$ cat src/rtl/dram_rdata_buffer.sv
// dram_rdata_buffer: R-beat decoupling FIFO between the AXI interconnect (master side, *_M)
// and the DRAM wrapper (*_S). An AR is forwarded only when the FIFO has room reserved for its
// whole burst, so the DRAM side is never stalled by RREADY backpressure.
// Optional feature macro: DRAM_RBUF_LASTCHK_EN (per-burst RLAST position checking, LAST_ERR).
module dram_rdata_buffer #(
  parameter int unsigned DEPTH         = 16,
  parameter int unsigned AXI_IDS_BITS  = 8,
  parameter int unsigned AXI_ADDR_BITS = 32,
  parameter int unsigned AXI_LEN_BITS  = 4,
  parameter int unsigned AXI_SIZE_BITS = 3,
  parameter int unsigned AXI_DATA_BITS = 32,
  localparam int unsigned PTR_W        = $clog2(DEPTH),
  localparam int unsigned CNT_W        = PTR_W + 1
) (
  input  logic                     clk,
  input  logic                     rst,
  // AR from interconnect
  input  logic [AXI_IDS_BITS-1:0]  ARID_M,
  input  logic [AXI_ADDR_BITS-1:0] ARADDR_M,
  input  logic [AXI_LEN_BITS-1:0]  ARLEN_M,
  input  logic [AXI_SIZE_BITS-1:0] ARSIZE_M,
  input  logic [1:0]               ARBURST_M,
  input  logic                     ARVALID_M,
  output logic                     ARREADY_M,
  // AR to DRAM wrapper
  output logic [AXI_IDS_BITS-1:0]  ARID_S,
  output logic [AXI_ADDR_BITS-1:0] ARADDR_S,
  output logic [AXI_LEN_BITS-1:0]  ARLEN_S,
  output logic [AXI_SIZE_BITS-1:0] ARSIZE_S,
  output logic [1:0]               ARBURST_S,
  output logic                     ARVALID_S,
  input  logic                     ARREADY_S,
  // R from DRAM wrapper
  input  logic [AXI_IDS_BITS-1:0]  RID_S,
  input  logic [AXI_DATA_BITS-1:0] RDATA_S,
  input  logic [1:0]               RRESP_S,
  input  logic                     RLAST_S,
  input  logic                     RVALID_S,
  output logic                     RREADY_S,
  // R to interconnect
  output logic [AXI_IDS_BITS-1:0]  RID_M,
  output logic [AXI_DATA_BITS-1:0] RDATA_M,
  output logic [1:0]               RRESP_M,
  output logic                     RLAST_M,
  output logic                     RVALID_M,
  input  logic                     RREADY_M,
  // status
  output logic [CNT_W-1:0]         COUNT,
  output logic                     LAST_ERR
);

  localparam int unsigned BEAT_W = AXI_IDS_BITS + AXI_DATA_BITS + 2 + 1;
  localparam int unsigned LEN1_W = CNT_W + 1;

  logic [BEAT_W-1:0] mem_q [DEPTH];
  logic [PTR_W-1:0]  wptr_q, wptr_d, rptr_q, rptr_d;
  logic [CNT_W-1:0]  count_q, count_d, credits_q, credits_d;
  logic [LEN1_W-1:0] burst_len;
  logic              full, empty, push, pop, ar_hs, credit_ok, lq_ok;
  logic [BEAT_W-1:0] rd_beat;

  // AR passthrough; forwarded only when the whole burst has reserved space
  assign ARID_S    = ARID_M;
  assign ARADDR_S  = ARADDR_M;
  assign ARLEN_S   = ARLEN_M;
  assign ARSIZE_S  = ARSIZE_M;
  assign ARBURST_S = ARBURST_M;
  assign burst_len = LEN1_W'(ARLEN_M) + LEN1_W'(1);
  assign credit_ok = (LEN1_W'(credits_q) >= burst_len) & lq_ok;
  assign ARVALID_S = ARVALID_M & credit_ok;
  assign ARREADY_M = ARREADY_S & credit_ok;
  assign ar_hs     = ARVALID_S & ARREADY_S;

  // FIFO handshakes and show-ahead read port (zeros while empty, no bypass)
  assign full     = (count_q == CNT_W'(DEPTH));
  assign empty    = (count_q == '0);
  assign RREADY_S = ~full;
  assign RVALID_M = ~empty;
  assign push     = RVALID_S & ~full;
  assign pop      = ~empty & RREADY_M;
  assign rd_beat  = empty ? '0 : mem_q[rptr_q];
  assign {RID_M, RDATA_M, RRESP_M, RLAST_M} = rd_beat;
  assign COUNT    = count_q;

  // Next-state for pointers, occupancy and credits
  always_comb begin
    wptr_d    = wptr_q + PTR_W'(push);
    rptr_d    = rptr_q + PTR_W'(pop);
    count_d   = count_q + CNT_W'(push) - CNT_W'(pop);
    credits_d = credits_q - (ar_hs ? CNT_W'(burst_len) : '0) + CNT_W'(pop);
  end

  // FIFO control registers
  always_ff @(posedge clk) begin
    if (!rst) begin
      wptr_q    <= '0;
      rptr_q    <= '0;
      count_q   <= '0;
      credits_q <= CNT_W'(DEPTH);
    end else begin
      wptr_q    <= wptr_d;
      rptr_q    <= rptr_d;
      count_q   <= count_d;
      credits_q <= credits_d;
    end
  end

  // Beat storage, not reset
  always_ff @(posedge clk) begin
    if (push) mem_q[wptr_q] <= {RID_S, RDATA_S, RRESP_S, RLAST_S};
  end

`ifdef DRAM_RBUF_LASTCHK_EN
  localparam int unsigned LQ_DEPTH = 4;
  localparam int unsigned LQ_PW    = 2;
  localparam int unsigned LQ_CW    = 3;

  logic [CNT_W-1:0] lq_mem_q [LQ_DEPTH];
  logic [LQ_PW-1:0] lq_wp_q, lq_wp_d, lq_rp_q, lq_rp_d;
  logic [LQ_CW-1:0] lq_cnt_q, lq_cnt_d;
  logic [CNT_W-1:0] beat_cnt_q, beat_cnt_d, beat_nxt, lq_head;
  logic             last_err_q, last_err_d, lq_pop, lq_empty;

  assign lq_ok    = (lq_cnt_q != LQ_CW'(LQ_DEPTH));
  assign lq_empty = (lq_cnt_q == '0);
  assign lq_head  = lq_mem_q[lq_rp_q];
  assign beat_nxt = beat_cnt_q + CNT_W'(1);
  assign LAST_ERR = last_err_q;

  // Track beats of the oldest burst and flag RLAST in the wrong position
  always_comb begin
    beat_cnt_d = beat_cnt_q;
    last_err_d = last_err_q;
    lq_pop     = 1'b0;
    if (push) begin
      if (lq_empty) begin
        last_err_d = 1'b1;
      end else if (RLAST_S) begin
        if (beat_nxt != lq_head) last_err_d = 1'b1;
        lq_pop     = 1'b1;
        beat_cnt_d = '0;
      end else begin
        if (beat_nxt == lq_head) last_err_d = 1'b1;
        beat_cnt_d = beat_nxt;
      end
    end
    lq_wp_d  = lq_wp_q + LQ_PW'(ar_hs);
    lq_rp_d  = lq_rp_q + LQ_PW'(lq_pop);
    lq_cnt_d = lq_cnt_q + LQ_CW'(ar_hs) - LQ_CW'(lq_pop);
  end

  // Length-queue control and sticky error registers
  always_ff @(posedge clk) begin
    if (!rst) begin
      lq_wp_q    <= '0;
      lq_rp_q    <= '0;
      lq_cnt_q   <= '0;
      beat_cnt_q <= '0;
      last_err_q <= 1'b0;
    end else begin
      lq_wp_q    <= lq_wp_d;
      lq_rp_q    <= lq_rp_d;
      lq_cnt_q   <= lq_cnt_d;
      beat_cnt_q <= beat_cnt_d;
      last_err_q <= last_err_d;
    end
  end

  // Burst-length storage, not reset
  always_ff @(posedge clk) begin
    if (ar_hs) lq_mem_q[lq_wp_q] <= CNT_W'(burst_len);
  end
`else
  assign lq_ok    = 1'b1;
  assign LAST_ERR = 1'b0;
`endif

endmodule

$ cat config.mk
export PLATFORM = sky130hd
export DESIGN_NAME = dram_rdata_buffer
export DESIGN_NICKNAME = d
export VERILOG_FILES = /design/src/rtl/dram_rdata_buffer.sv
export SDC_FILE = /design/constraint.sdc
export NUM_CORES = 1
export LEC_CHECK = 0
export ABC_AREA = 1
export ABC_CLOCK_PERIOD_IN_PS = 4600
export CAP_MARGIN = 10
export CORE_MARGIN = 2
export CORE_UTILIZATION = 49
export DETAILED_ROUTE_END_ITERATION = 8
export PLACE_DENSITY = 0.74
export SYNTH_ARGS = -nofsm -noshare
export SYNTH_HDL_FRONTEND = slang
export SYNTH_SLANG_ARGS = --single-unit
$ cat constraint.sdc
create_clock -name clk -period 4.6 [get_ports clk]
set_input_delay 0.46 -clock clk [delete_from_list [all_inputs] [get_ports clk]]
set_output_delay 0.46 -clock clk [all_outputs]
set_load 0.02 [all_outputs]
Word level (Yosys, flattened, before mapping):

Memories as Yosys holds them, arrays and structs flattened. A register that Yosys moved wholly into a read port is not among the register bits.
Cells that the tools add are included.

* register bits: 18
* bits in writable memories: 688
* input bits: 98
* output and inout bits: 102
* logic and storage cells: 27
* memories kept: 1

* add/sub/neg operators: 7
* order comparisons: 1
* eq/ne operators: 1
* muxes and demuxes: 5
* bitwise gates (word level): 7
* reduce and logical (&&, ||, !) cells: 1

Memories
* mem_q: depth 16, width 43, rd ports 1, clocked after memory_dff 1, wr ports 1, line 55 `logic [BEAT_W-1:0] mem_q [DEPTH];`

Operators with widths (number)
* 2-to-1 mux 43 bit: 1
* adder 5 x 1 -> 5 bit: 2
* adder 4 x 1 -> 4 bit: 2
* adder 4 x 1 -> 5 bit, second input constant: 1
* bitwise AND 1 bit: 5
* equality test 5 bit, second input constant: 1
* >= comparator 5 bit: 1
* zero test 5 bit: 1
* 2-to-1 mux 5 bit: 1
* subtractor 5 x 1 -> 5 bit: 1
* subtractor 5 bit: 1
* 2-to-1 mux 4 bit: 1
* 2-to-1 mux 1 bit: 2
* NOT 1 bit: 2

Longest topological paths before layout:

* depth in word-level cells: 7
* mapped depth: 23
* gate-level depth less buffers: 23

Least setup slack after synthesis:

Ideal clock, no wire load.

* kind: register -> register
* start point: register count_q[2], in the netlist COUNT[2]
* end point: memory mem_q[10][0] (netlist name) (enable)
* arrival time: 3.144 ns
* path slack: 1.012 ns
* stages on the path, launching flop included: 8
* path buffers: 0
* clock period less this slack: 3.588 ns
* cell sequence: dfxtp_1 > inv_1 > ha_1 > nand4_1 > nand2_1 > inv_1 > nand3_1 > nor2_1

* word-level cells in the longest chain between the ends: 5

Ends and longest elaborated chain
* start, declared: line 57 `logic [CNT_W-1:0] count_q, count_d, credits_q, credits_d;`
* start signal, assigned: line 103 `count_q <= count_d;`
* equality test 5 bit: line 75 `assign full = (count_q == CNT_W'(DEPTH));`
* NOT 1 bit
* net RREADY_S: line 39 `output logic RREADY_S,`
* bitwise AND 1 bit: line 79 `assign push = RVALID_S & ~full;`
* 2-to-1 mux 1 bit: line 110 `if (push) mem_q[wptr_q] <= {RID_S, RDATA_S, RRESP_S, RLAST_S};`
* 2-to-1 mux 1 bit (implied by the code): line 110
* end, declared: line 55

The timed path passes the listed nets, and every way through them passes these cells.

==> metrics.yaml <==
grt_max_degree: 193
tns_ns: 0
status: "completed"
power_per_cell_area_mw_per_mm2: 555.3
antenna_found_initial: 6
hold_path_class: "flip-flop to flip-flop"
slew_headroom: 0.1672
clk_latency_ns: 0.62
drv_cap: 0
cts_setup_buffers: 0
clock_sinks: 706
final_area_mm2: 0.03289
nets: 2647
syn_area_mm2: 0.02916
grt_pass1_vias: 18400
fin_crit_ns: 3.970
pre_cts_ws_ns: 0.4498
crit_type: "flip-flop to output pin"
grt_overflow_total: 0
grt_use_total: 0.2332
worst_pin_slew_ns: 1.249
setup_slack_ns: 0.6302
start_util: 0.4950
wl_per_cell_um: 21.21
path_clk_slew_ns: 0.06
syn-instance-count: 2501
syn_avg_cell_area_um2: 11.66
ir_drop_mv: 0.3827
slew_violations: 0
m1WireLength_um: 27520
crit_path_max_fanout: 127
vias: 19040
fmax_ghz: 0.2519
dr_wl_met3_um: 6269
place_area_mm2: 0.03065
num_rows: 89
drive_gt1_frac: 0.06299
die_x_um: 248.0
synth_seq_cells: 706
cts-resized-gates: 0
drc: 0
grt_setup_unrepaired: "no"
synth.top_cell.area_share: 0.7085
p_leak_uw: 0.01182
holdWs_ns: 0.5337
gp_congestion: 0.7720
endpoint_kind: "output pin"
power_uw: 18260
coreArea_mm2: 0.05891
yosysTopAreaCell: "edfxtp_1"
postCtsHoldBufs: 0
routed_via_density: 5.688
seq_area_frac_synth: 0.7208
dr.pass1.iters: 6
fin_crit_sh: 0.8630
num_io_pins: 200
critical_path.startpoint_type: "flip-flop"
cts_made_buffers: 72
cts_htree_levels: 3
fp.dieH_um: 248.0
syn_nets: 2625
die-area_mm2: 0.06148
area_delta_synth_final_pct: 12.77
highest_layer: "met5"
setup-violations-final: 0
grt_pass1_wl_um: 107600
synth.area.top_cells: "edfxtp_1, nand2_1, nand3_1, buf_4, buf_2"
wl_met2_um: 34890
fillCellCount: 4653
layout_commonest_cell: "nand2_1"
cts_buffer_depth: 3
ys_types: 24
drtIter0Drc: 1876
drt-total-wl_um: 70990
antenna_left: 0
r2r_slack_ns: 1.40
skew_ns: 0.02412
dp_hpwl_um: 34720
hold_violations: 0
crit_arrival_ns: 3.51
cts_tree: "done"
port_buffers: 108
cts_root_buf: "clkbuf_16"
yosys_warnings: 0
layout_common_cells: "nand2_1, edfxtp_1, nand3_1"
crit_required_ns: 4.14
-- registers in the layout, indices dropped and copies added, names as in the netlist --
signal,count
mem_q,688
COUNT,5
credits_q,5
rptr_q,4
wptr_q,4
-- Yosys cell counts --
cell / n
nand2_1: 893
edfxtp_1: 688
nand3_1: 530
buf_2: 72
buf_4: 70
a21oi_1: 52
inv_1: 41
clkbuf_1: 33
nor2_1: 31
ha_1: 24
buf_1: 19
dfxtp_1: 18
o21ai_0: 6
xor2_1: 5
inv_2: 4
nand4_1: 3
xnor2_1: 3
buf_6: 2
fa_1: 2
conb_1: 1
nor3_1: 1
nor4_1: 1
o31ai_1: 1
or2_2: 1
-- logic make-up after synthesis --
kind of cell	Yosys count	share of synthesized area
XOR/XNOR	8	0.002403
buffers and inverters	241	0.04363
other	1	0.0001286
flip-flops	706	0.7208
adder cells (fa/ha/maj)	26	0.01167
AND/OR/NAND/NOR	1460	0.2111
AO/OA/AOI/OAI	59	0.01021
-- routing by layer --
layer / global-route usage / up-vias
li1: - / 8715
met5: 0 / -
met1: 0.3064 / 9240
met3: 0.04012 / 186
met2: 0.3878 / 886
met4: 0.09176 / 10
-- final timing paths --
check                                from  cells past startpoint          end
worst max-delay path            rptr_q[0]                      9  RDATA_M[14]
worst min-delay path            wptr_q[3]                      2    wptr_q[3]
worst max register to register   COUNT[2]                     15     COUNT[4]
worst min register to register  wptr_q[3]                      2    wptr_q[3]
-- layout make-up --
type                       count  area [um2]  share of cell area
multi-input combinational   1554        6997              0.2128
tap                          773       967.2             0.02941
antenna                        2       5.005           0.0001522
inverter                      45       185.2            0.005631
clock inverter                40       370.4             0.01126
sequential                   706       21030              0.6396
clock buffer                  83        1864             0.05669
timing repair buffer         144        1464             0.04452
-- report_power, final --
| part | internal (uW) | switching, uW |
|---|---|---|
| clock | 3200 | 2410 |
| sequential | 7320 | 123 |
| combinational | 1740 | 3470 |
| total | 12300 | 6000 |
-- stage by stage --
stage / instances / utilization
6_report: 3347 / 0.5583
5_1_grt: 3346 / 0.5582
4_1_cts: 3345 / 0.5582
3_5_place_dp: 3222 / 0.5202
3_3_place_gp: 3222 / 0.5202
2_1_floorplan: 2501 / -
-- worst max-delay path, stage by stage, from the launching register on --
cell             delay (ns)
dfxtp_4                0.38
inv_8                  0.52
buf_4                  0.44
nand2_1                0.10
nand3_1                0.10
nand3_1                0.11
nand2_1                0.12
nand2_1                0.05
a21oi_1                0.30
clkdlybuf4s50_1        0.66
Note: power is estimated with default switching activity, not from simulation.
